--- config.mk ---
export PLATFORM = sky130hd
export DESIGN_NAME = serial_word_driver
export DESIGN_NICKNAME = d
export VERILOG_FILES = /design/src/rtl/serial_word_driver.sv
export SDC_FILE = /design/constraint.sdc
export NUM_CORES = 1
export LEC_CHECK = 0
export CORE_UTILIZATION = 43
export CTS_CLUSTER_SIZE = 16
export DETAILED_ROUTE_END_ITERATION = 16
export GPL_TIMING_DRIVEN = 0
export PLACE_DENSITY = 0.83
export SLEW_MARGIN = 25
export SYNTH_ARGS = -nofsm -noshare
export SYNTH_HDL_FRONTEND = slang
export SYNTH_SLANG_ARGS = --single-unit
--- constraint.sdc ---
create_clock -name clk -period 2.1 [get_ports clk]
set_clock_uncertainty 0.15 [all_clocks]
set_input_delay 0.42 -clock clk [delete_from_list [all_inputs] [get_ports clk]]
set_output_delay 0.42 -clock clk [all_outputs]
set_load 0.02 [all_outputs]
--- src/rtl/serial_word_driver.sv ---
// -----------------------------------------------------------------------------
// serial_word_driver
//
// Serializes a parallel MSB-bit word into a downstream bidirectional shift
// register. The shift register is driven through three signals: data, en and
// dir. When dir=1 it shifts toward its MSB and data enters bit 0. When dir=0
// it shifts toward its LSB and data enters bit MSB-1. The driver chooses the
// bit order for each direction so that, after MSB enabled edges, the
// downstream register holds exactly the word that was loaded.
//
// A word is accepted on a rising edge where load_valid and load_ready are
// both 1. It is then shifted out over MSB cycles (SHIFT). One DONE cycle
// follows, and then the block returns to IDLE, where it can accept the next
// word.
//
// Every output comes directly from a flop. The flops are loaded from the
// next-state values, so each output matches a decode of the state register,
// and no input has a combinational path to an output.
//
// Parameters
//   MSB        word width in bits (MSB >= 2)
//
// Ports
//   clk        system clock, rising edge
//   rst        synchronous, active-high reset
//   load_data  [MSB-1:0] parallel word, sampled on an accept edge
//   load_dir   requested downstream shift direction, sampled on accept
//   load_valid upstream has a word available
//   load_ready high only in IDLE: the block can take a word this cycle
//   data       serial bit to the shift register (0 whenever en=0)
//   en         shift enable to the shift register
//   dir        direction to the shift register (held in IDLE)
//   busy       high while a word is being shifted out
//   done       one-cycle pulse after the last bit of a word
// -----------------------------------------------------------------------------
module serial_word_driver #(
    parameter int MSB = 4
) (
    input  logic           clk,
    input  logic           rst,
    input  logic [MSB-1:0] load_data,
    input  logic           load_dir,
    input  logic           load_valid,
    output logic           load_ready,
    output logic           data,
    output logic           en,
    output logic           dir,
    output logic           busy,
    output logic           done
);

    localparam int CW = $clog2(MSB + 1);
    localparam logic [CW-1:0] LAST_BIT = CW'(MSB - 1);

    typedef enum logic [1:0] {
        IDLE  = 2'd0,
        SHIFT = 2'd1,
        DONE  = 2'd2
    } state_t;

    state_t         state_r;
    state_t         state_nxt_s;
    logic [MSB-1:0] word_r;
    logic [MSB-1:0] word_nxt_s;
    logic [CW-1:0]  cnt_r;
    logic [CW-1:0]  cnt_nxt_s;
    logic           dir_r;
    logic           dir_nxt_s;

    logic           load_ready_r;
    logic           data_r;
    logic           en_r;
    logic           busy_r;
    logic           done_r;

    logic           load_ready_nxt_s;
    logic           data_nxt_s;
    logic           en_nxt_s;
    logic           busy_nxt_s;
    logic           done_nxt_s;

    // Select the bit presented on shift step idx.
    // MSB-first (dir=1) walks word[MSB-1] down to word[0].
    // LSB-first (dir=0) walks word[0] up to word[MSB-1].
    // A compare loop is used so the index needs no width conversion.
    function automatic logic pick_bit(input logic [MSB-1:0] w,
                                      input logic [CW-1:0]  idx,
                                      input logic           msb_first);
        logic [CW-1:0] pos;
        logic          b;
        b = 1'b0;
        if (msb_first) begin
            pos = LAST_BIT - idx;
        end else begin
            pos = idx;
        end
        for (int i = 0; i < MSB; i++) begin
            if (pos == CW'(i)) begin
                b = w[i];
            end else begin
                b = b;
            end
        end
        return b;
    endfunction

    // Next-state, datapath and output decode for the IDLE/SHIFT/DONE sequencer.
    always_comb begin
        state_nxt_s = state_r;
        word_nxt_s  = word_r;
        cnt_nxt_s   = cnt_r;
        dir_nxt_s   = dir_r;

        case (state_r)
            IDLE: begin
                // load_ready is 1 in IDLE, so load_valid alone qualifies an accept.
                if (load_valid) begin
                    word_nxt_s  = load_data;
                    dir_nxt_s   = load_dir;
                    cnt_nxt_s   = {CW{1'b0}};
                    state_nxt_s = SHIFT;
                end else begin
                    state_nxt_s = IDLE;
                end
            end
            SHIFT: begin
                // The counter stops at MSB-1; the last step moves the FSM to DONE.
                if (cnt_r == LAST_BIT) begin
                    state_nxt_s = DONE;
                end else begin
                    cnt_nxt_s   = cnt_r + CW'(1);
                    state_nxt_s = SHIFT;
                end
            end
            DONE: begin
                state_nxt_s = IDLE;
            end
            default: begin
                state_nxt_s = IDLE;
            end
        endcase

        // Outputs for the next cycle, decoded from the next register contents.
        load_ready_nxt_s = (state_nxt_s == IDLE);
        en_nxt_s         = (state_nxt_s == SHIFT);
        busy_nxt_s       = (state_nxt_s == SHIFT);
        done_nxt_s       = (state_nxt_s == DONE);
        if (en_nxt_s) begin
            data_nxt_s = pick_bit(word_nxt_s, cnt_nxt_s, dir_nxt_s);
        end else begin
            data_nxt_s = 1'b0;
        end
    end

    // State, datapath and registered outputs; rst overrides any accept.
    always_ff @(posedge clk) begin
        if (rst) begin
            state_r      <= IDLE;
            word_r       <= {MSB{1'b0}};
            cnt_r        <= {CW{1'b0}};
            dir_r        <= 1'b0;
            load_ready_r <= 1'b1;
            data_r       <= 1'b0;
            en_r         <= 1'b0;
            busy_r       <= 1'b0;
            done_r       <= 1'b0;
        end else begin
            state_r      <= state_nxt_s;
            word_r       <= word_nxt_s;
            cnt_r        <= cnt_nxt_s;
            dir_r        <= dir_nxt_s;
            load_ready_r <= load_ready_nxt_s;
            data_r       <= data_nxt_s;
            en_r         <= en_nxt_s;
            busy_r       <= busy_nxt_s;
            done_r       <= done_nxt_s;
        end
    end

    assign load_ready = load_ready_r;
    assign data       = data_r;
    assign en         = en_r;
    assign dir        = dir_r;
    assign busy       = busy_r;
    assign done       = done_r;

endmodule

# Yosys cells after proc, flatten, opt, wreduce, memory -nomap -nowiden
# Cells that the tools add are included.
[totals]
register_bits = 14
output_inout_bits = 6
wordCells = 38
[classes]
add_sub_neg = 2
n_eq_ne = 7
muxes = 16
bitwise_logic = 1
reduce_logical = 4
[op_table]
columns = ["cell", "n"]
rows = [
  ["two-way mux 3 bit", 4],
  ["== test 3 x 2 -> 1 bit, second input constant", 3],
  ["two-way mux 4 bit", 2],
  ["two-way mux 1 bit", 7],
  ["one-hot mux 3 bit (2 select lines)", 1],
  ["== test 2 x 1 -> 1 bit, second input constant", 2],
  ["logical NOT 2 bit", 2],
  ["one-hot mux 2 bit (2 select lines)", 1],
  ["adder 3 x 1 -> 3 bit, second input constant", 1],
  ["== test 3 x 1 -> 1 bit, second input constant", 1],
  ["logical NOT 3 bit", 1],
  ["subtractor 2 x 3 -> 3 bit, first input constant", 1],
  ["== test 2 bit, second input constant", 1],
  ["two-way mux 2 bit", 1],
  ["OR reduction 2 bit", 1],
  ["inverter 1 bit", 1],
]

# Depth between registers and ports, before layout
# Gate-level depths: netlist of run 1.
[logic_depth]
depth_word = 11
mapped_depth = 7

# Worst setup path before layout of run 1
# OpenSTA, ideal clock, no wires.
[synth_timing]
path_type = "register to register"
startpoint = "register state_r[1]"
endpoint = "register data_r, in the netlist data"
arrival_time_ns = 1.782
required_time_ns = 1.823
slack_ns = 0.041
path_stages_with_launch = 8
path_cell_list = "dfxtp_1 buf_6 nor3b_4 mux2_2 and2_2 mux2_2 a32oi_1 a31oi_1"
[synth_via]
elab_chain_cells = 10
elab_cells_between_ends = 20
cone_classes = "add/sub (1); eq/ne (5); mux (10); bitwise (1); reduce/logical (3)"
[synth_lines]
columns = ["item", "line_no", "text"]
rows = [
  ["start, declared", "61", "state_t state_r;"],
  ["start signal, assigned", "168", "state_r <= state_nxt_s;"],
  ["== test 2 x 1 -> 1 bit or logical NOT 2 bit (tied branches)", "114", "case (state_r)"],
  ["one-hot mux 3 bit (2 select lines)", "114", ""],
  ["subtractor 2 x 3 -> 3 bit", "93", "pos = LAST_BIT - idx;"],
  ["two-way mux 3 bit", "92", "if (msb_first) begin"],
  ["two-way mux 3 bit", "148", "if (en_nxt_s) begin"],
  ["logical NOT 3 bit", "98", "if (pos == CW'(i)) begin"],
  ["two-way mux 1 bit (4 in series)", "98", ""],
  ["end signal, assigned", "173", "data_r <= data_nxt_s;"],
  ["end, declared", "71", "logic data_r;"],
]
# Several ways; a longest one is shown, not always the timed one. The select of a mux whose other input is x is not followed.
# A chain may end at the register's enable or synchronous reset.

# Worst setup path in the final report of run 1
[layout_timing]
startpoint = "input port load_valid"
endpoint = "register data_r, in the netlist data"
[layout_via]
elab_chain_cells = 10
elab_cells_between_ends = 22
cone_classes = "add/sub (1); eq/ne (4); mux (14); bitwise (1); reduce/logical (2)"
[layout_lines]
columns = ["item", "line_no", "text"]
rows = [
  ["start, declared", "43", "input logic load_valid,"],
  ["two-way mux 3 bit", "117", "if (load_valid) begin"],
  ["one-hot mux 3 bit (2 select lines)", "114", ""],
  ["subtractor 2 x 3 -> 3 bit", "93", ""],
  ["two-way mux 3 bit", "92", ""],
  ["two-way mux 3 bit", "148", ""],
  ["logical NOT 3 bit", "98", ""],
  ["two-way mux 1 bit (4 in series)", "98", ""],
]
# Several ways; a longest one is shown, not always the timed one. The select of a mux whose other input is x is not followed.

==> flow_summary.ini, run 1 <==
[sta]
setup_violations = 0
tightest_slew_ns = 0.407
hold_ws_ns = 0.371
finalHoldViolations = 0
clock.fmax_mhz = 492
slew_headroom_pct = 72.9
drv_slew = 0
period_share_pct = 96.9
min_period_ns = 2.03

[die]
die_h_um = 41.7
coreArea_mm2 = 0.00138
row_count = 13
ios = 14
die_x_um = 41.7
start_util_pct = 49.0
dieArea_mm2 = 0.00174

[power]
seq_power_share_pct = 46.4
swShare_pct = 26.3
p_sw_mw = 0.162
combinationalPowerShare_pct = 21.5
clockPowerShare_pct = 32.1
p_total_mw = 0.617
peakVddDrop_mv = 0.352
p_leak_nw = 0.422
power_density_mw_per_mm2 = 614
internal-power_mw = 0.455

[yosys]
async_flop_share_pct = 0
synth_ff_type = dfxtp_1
synth_top_area_share_pct = 41.3
synth_common_cells = dfxtp_1, nor2_1, mux2i_1, nand2_1
syn_area_per_cell_um2 = 9.42
synth_edf_count = 0
synth_cells = 72
seq_area_frac_synth_pct = 41.3
post-synth-top-count-cell = dfxtp_1
ys_ff_latch = 14
yosys_warnings = 0
synth_fp_nets = 81
synthesis.area_um2 = 678
synth.area.top_cells = dfxtp_1, mux2i_1, nor2_1, mux2_2, nor4_1
synth_cell_types = 27
synth_largest_area_cell = dfxtp_1

[outcome]
outcome = finished clean

[global_route]
grt_overflow = 0
grt_max_degree = 11
grt_use_total_pct = 17.4
grt_pass1_vias = 548
grt_pass1_wl_um = 2260
antenna_found_initial = 0

[route]
dr_total_vias = 631
via_per_inst = 5.49
routedWlPerCell_um = 13.8
remaining_drc_errors = 0
wl_um = 1590
first_iter_violations = 15
first_pass_iters = 4
ant_nets = 0

[cts]
ctsLongestPathBuffers = 2
htreeDepth = 1
path_clk_slew_ns = 0.09
cts_tree = done
cts_buffers = 3
clk-insertion-delay-late_ns = 0.29
root_buffer = clkbuf_4
clock-sinks = 14

[final_layout]
area_growth_syn_to_layout_pct = 48.2
fin_area_mm2 = 0.00100
nets = 110
drive_gt1_share_pct = 34.0
insertedDiodeCount = 0
layout.cells.non_filler = 115

[min_path]
min_path_type = reg -> reg

[critical_path]
critPathMaxFanout = 5
end_kind = flop
worst_path_max_delay_cell = nor3b_4
worstSetupPathType = in -> reg
worstPathArrival_ns = 2.06
max_stage_delay_ns = 0.37
worst_setup_path_start_kind = primary input
crit_required_ns = 2.13
crit_chain = clkdlybuf4s15_1 -> nor3b_4 -> buf_4 -> mux2i_2 -> nor2_1 -> mux2_2 -> a32oi_1 -> a31oi_1

[place]
routabilityCongestion = 0.774
portBuffers = 13
place_inst = 100
dp_hpwl_um = 886
post_dp_cell_area_um2 = 827

[flow_run]
max_cap_violations = 0
-- what timing repair did --
action / CTS / global route
hold buffers: 0 / 0
gates cloned: 0 / 0
endpoints found under the setup margin: 1 / 1
setup buffers: 3 / 10
hold endpoints to repair: 0 / 0
gates resized for setup: 6 / 15
pin swaps: 1 / 4
-- routing by layer --
| layer | global-route usage, % | part of all wire (%) | vias to the layer above |
|---|---|---|---|
| met1 | 21.2 | 45 | 294 |
| met4 | 11.6 | 2.4 | 0 |
| met5 | 0 | 0 | - |
| met3 | 3.91 | 3.8 | 5 |
| met2 | 27.2 | 49 | 22 |
| li1 | - | - | 310 |
-- critical path, delay by kind of cell --
family                 cells  cell delay, ns
buffers and inverters      2            0.44
muxes                      2            0.50
and+or+nand+nor            2            0.43
AOI/OAI and AO/OA          2            0.27
-- power groups by stage --
stage	Sequential [mW]	Clock, mW	Combinational, mW
after floorplan	0.298	0	0.0666
after global placement	0.290	0	0.111
after detailed placement	0.291	0	0.113
after CTS	0.286	0.200	0.120
after global routing	0.288	0.214	0.142
final	0.286	0.198	0.133
-- logic make-up (layout without fill, tap and decap cells) --
family          after synthesis  in the layout  share of synthesized area (%)
compound gates                9              9                           8.67
xor+xnor                      1              1                           1.29
fa+ha+maj                     1              1                           1.84
buf+inv                       5             33                           5.53
flops                        14             14                           41.3
mux                          10             10                           16.2
simple gates                 32             32                           25.1
-- metrics by stage --
stage | setup WS [ns] | utilization [%] | TNS, ns
after floorplan | 0.0410 | - | 0
after global placement | -0.632 | 59.8 | -0.723
after detailed placement | -0.665 | 59.8 | -0.828
after CTS | 0.00667 | 65.1 | 0
after global routing | -0.0328 | 72.7 | -0.0328
final | 0.0658 | 72.7 | 0
-- final timing paths --
| kind | startpoint | to | slack, ns | cells past startpoint |
|---|---|---|---|---|
| worst max-delay path | load_valid | data | 0.07 | 8 |
| worst min-delay path | word_r[2] | word_r[2] | 0.37 | 2 |
| worst max register to register | cnt_r[0] | data | 0.08 | 7 |
| worst min register to register | word_r[2] | word_r[2] | 0.37 | 2 |
-- sequential cells by signal (all words and copies together) (netlist names) --
| signal | cells |
|---|---|
| cnt_r | 3 |
| data | 1 |
| dir | 1 |
| busy | 1 |
| load_ready | 1 |
| done | 1 |
| word_r | 4 |
| state_r | 2 |
-- cell usage in the layout, fill, tap and decap left out, types with 2 or more instances in the layout --
master            n
nor4_1            4
and2_1            2
dfxtp_4           3
nor3_1            2
buf_4            14
mux2_4            3
clkdlybuf4s50_1  12
nand2_1           5
mux2_2            2
dfxtp_1          10
nor2_1           13
mux2i_1           4
a21oi_1           2
clkbuf_4          3
-- layout make-up --
class,count,area [um2]
multi-input combinational,53,414
fill,97,378
sequential,14,293
timing repair buffer,26,228
clock buffer,4,36.3
tap,15,18.8
buffer,2,11.3
inverter,1,3.75
No activity file was read; power rests on OpenSTA's default activity.
==> run 2: changes to the inputs <==
- CORE_MARGIN: not set -> 1.5
==> run 2 against run 1 <==
Compared with the run above: final area is 4.4% lower; core utilization is 8.1 points lower; combinational power hardly changed; flip-flop and latch count stayed put; first-iteration DRC count is 53% lower; clock power hardly changed; sequential power hardly changed; largest power group unchanged; register-to-register slack worse by 0.03 ns; critical path depth is 2 lower.
==> flow_summary.ini, run 2 (same netlist as run 1, synthesis figures left out) <==
[outcome]
outcome = finished clean

[sta]
setup_violations = 0
rsz0062_at_grt = false
slew_headroom_pct = 71.4
finalHoldViolations = 0
finalSetupTns_ns = 0
tightest_slew_ns = 0.430
clock.fmax_mhz = 489
period_share_pct = 97.4
hold_ws_ns = 0.389
min_period_ns = 2.05
drv_slew = 0

[power]
peakVddDrop_mv = 0.482
power_density_mw_per_mm2 = 637
p_leak_nw = 0.383

[min_path]
hold_end = word_r[1]
holdPathStages = 2
min_from = word_r[1]
min_path_type = reg -> reg

[final_layout]
final_common_cell = nor2_1
largestRegisters = word_r: 4 flops, cnt_r: 3 flops, state_r: 2 flops
largest_reg_flops = 4
fill_cells = 104
nets = 102
regMostFlops = word_r
final_cell_mix = nor2_1, clkdlybuf4s50_1, dfxtp_1
insertedDiodeCount = 0
drive_gt1_share_pct = 29.3
area_growth_syn_to_layout_pct = 41.7

[global_route]
grt_max_degree = 11
use_met1_pct = 19.6
grt_use_total_pct = 17.0
grt_use_met2_pct = 27.6
grt_pass1_wl_um = 2260
grt_overflow = 0
grt_pass1_vias = 573
grt.busiest_layer = met2
met3_usage_pct = 3.83
antenna_found_initial = 0

[place]
dp_hpwl_um = 919
portBuffers = 13
routabilityCongestion = 0.848

[cts]
cts_tree = done
clk-insertion-delay-late_ns = 0.28
path_clk_slew_ns = 0.08
root_buffer = clkbuf_4
cts_buffers = 3
ctsLongestPathBuffers = 2
cts_hold_buf = 0
clock-sinks = 14
htreeDepth = 1

[critical_path]
worst-path-buf-inv = 0
crit_required_ns = 2.12
r2r-end = data
critical_path.top_delay_family = multiplexers
worstSetupPathType = reg -> reg
end_kind = flop
worst_setup_path_start_kind = flop
reg2regPathDepth = 6
worst_path_max_delay_cell = dfxtp_4
crit_chain = nor3b_4 -> mux2_4 -> and2_2 -> mux2_2 -> a32oi_2 -> a31oi_1
critPathMaxFanout = 9
max_stage_delay_ns = 0.40
worstPathArrival_ns = 2.07
reg2reg_slack_ns = 0.05
r2r_start = state_r[1]

[route]
ant_nets = 0
first_pass_iters = 6
via_per_inst = 5.42
dr_total_vias = 585
first_iter_violations = 7
remaining_drc_errors = 0
routedWlPerCell_um = 13.0
wl_um = 1410

[die]
ios = 14
die_x_um = 42.7
coreArea_mm2 = 0.00149
die_h_um = 42.7
dieArea_mm2 = 0.00182
start_util_pct = 45.5
row_count = 14

[flow_run]
max_cap_violations = 0
==> run 2: how the worst max path moves through the flow <==
stage	from	to	cells past startpoint	slack (ns)
2_1_floorplan	state_r[1]	data	7	0.04
3_3_place_gp	load_valid	data	7	-0.62
3_5_place_dp	load_valid	data	7	-0.65
4_1_cts	state_r[1]	data	7	0.007
5_1_grt	state_r[1]	data	6	0.006
6_report	state_r[1]	data	6	0.05
==> run 2: layout make-up <==
class	count	area, um2	share of cell area (%)
plain buffers	2	11.3	1.17
clock buffers	4	36.3	3.78
inverters	1	3.75	0.391
multi-input cells	53	429	44.7
flip-flops and latches	14	293	30.5
well taps	16	20.0	2.08
repair buffers	18	168	17.4
==> run 2: repair_timing <==
action | in CTS | in global routing
gates cloned | 0 | 0
gates resized for setup | 7 | 15
buffers inserted | 2 | 3
endpoints found under the setup margin | 1 | 1
pin swaps | 1 | 4
==> run 2: power by group <==
group	internal (mW)	switching, mW
combinational	0.0706	0.0590
sequential	0.278	0.0103
clock	0.106	0.0891
total	0.454	0.158
==> run 2: through the flow <==
stage	total power, mW	util, %	setup slack (ns)	instances	instance area (um2)
floorplan	0.364	-	0.0410	72	678
global placement	0.400	55.6	-0.624	101	828
detailed placement	0.404	55.6	-0.649	101	828
CTS	0.600	60.5	0.00740	107	901
global route	0.637	64.5	0.00553	108	961
finish	0.612	64.5	0.0545	108	961
==> run 2: per-layer routing <==
layer,vias up,wire length [um]
li1,293,-
met1,267,584
met2,21,720
met3,4,51
met4,0,49
met5,-,0
==> run 2: tightest hold or removal path: cells and delay by family (launching register included) <==
kind             cells  cell delay [ns]
flip-flops           1             0.32
multiplexers         1             0.09
AND/OR/NAND/NOR      1             0.10
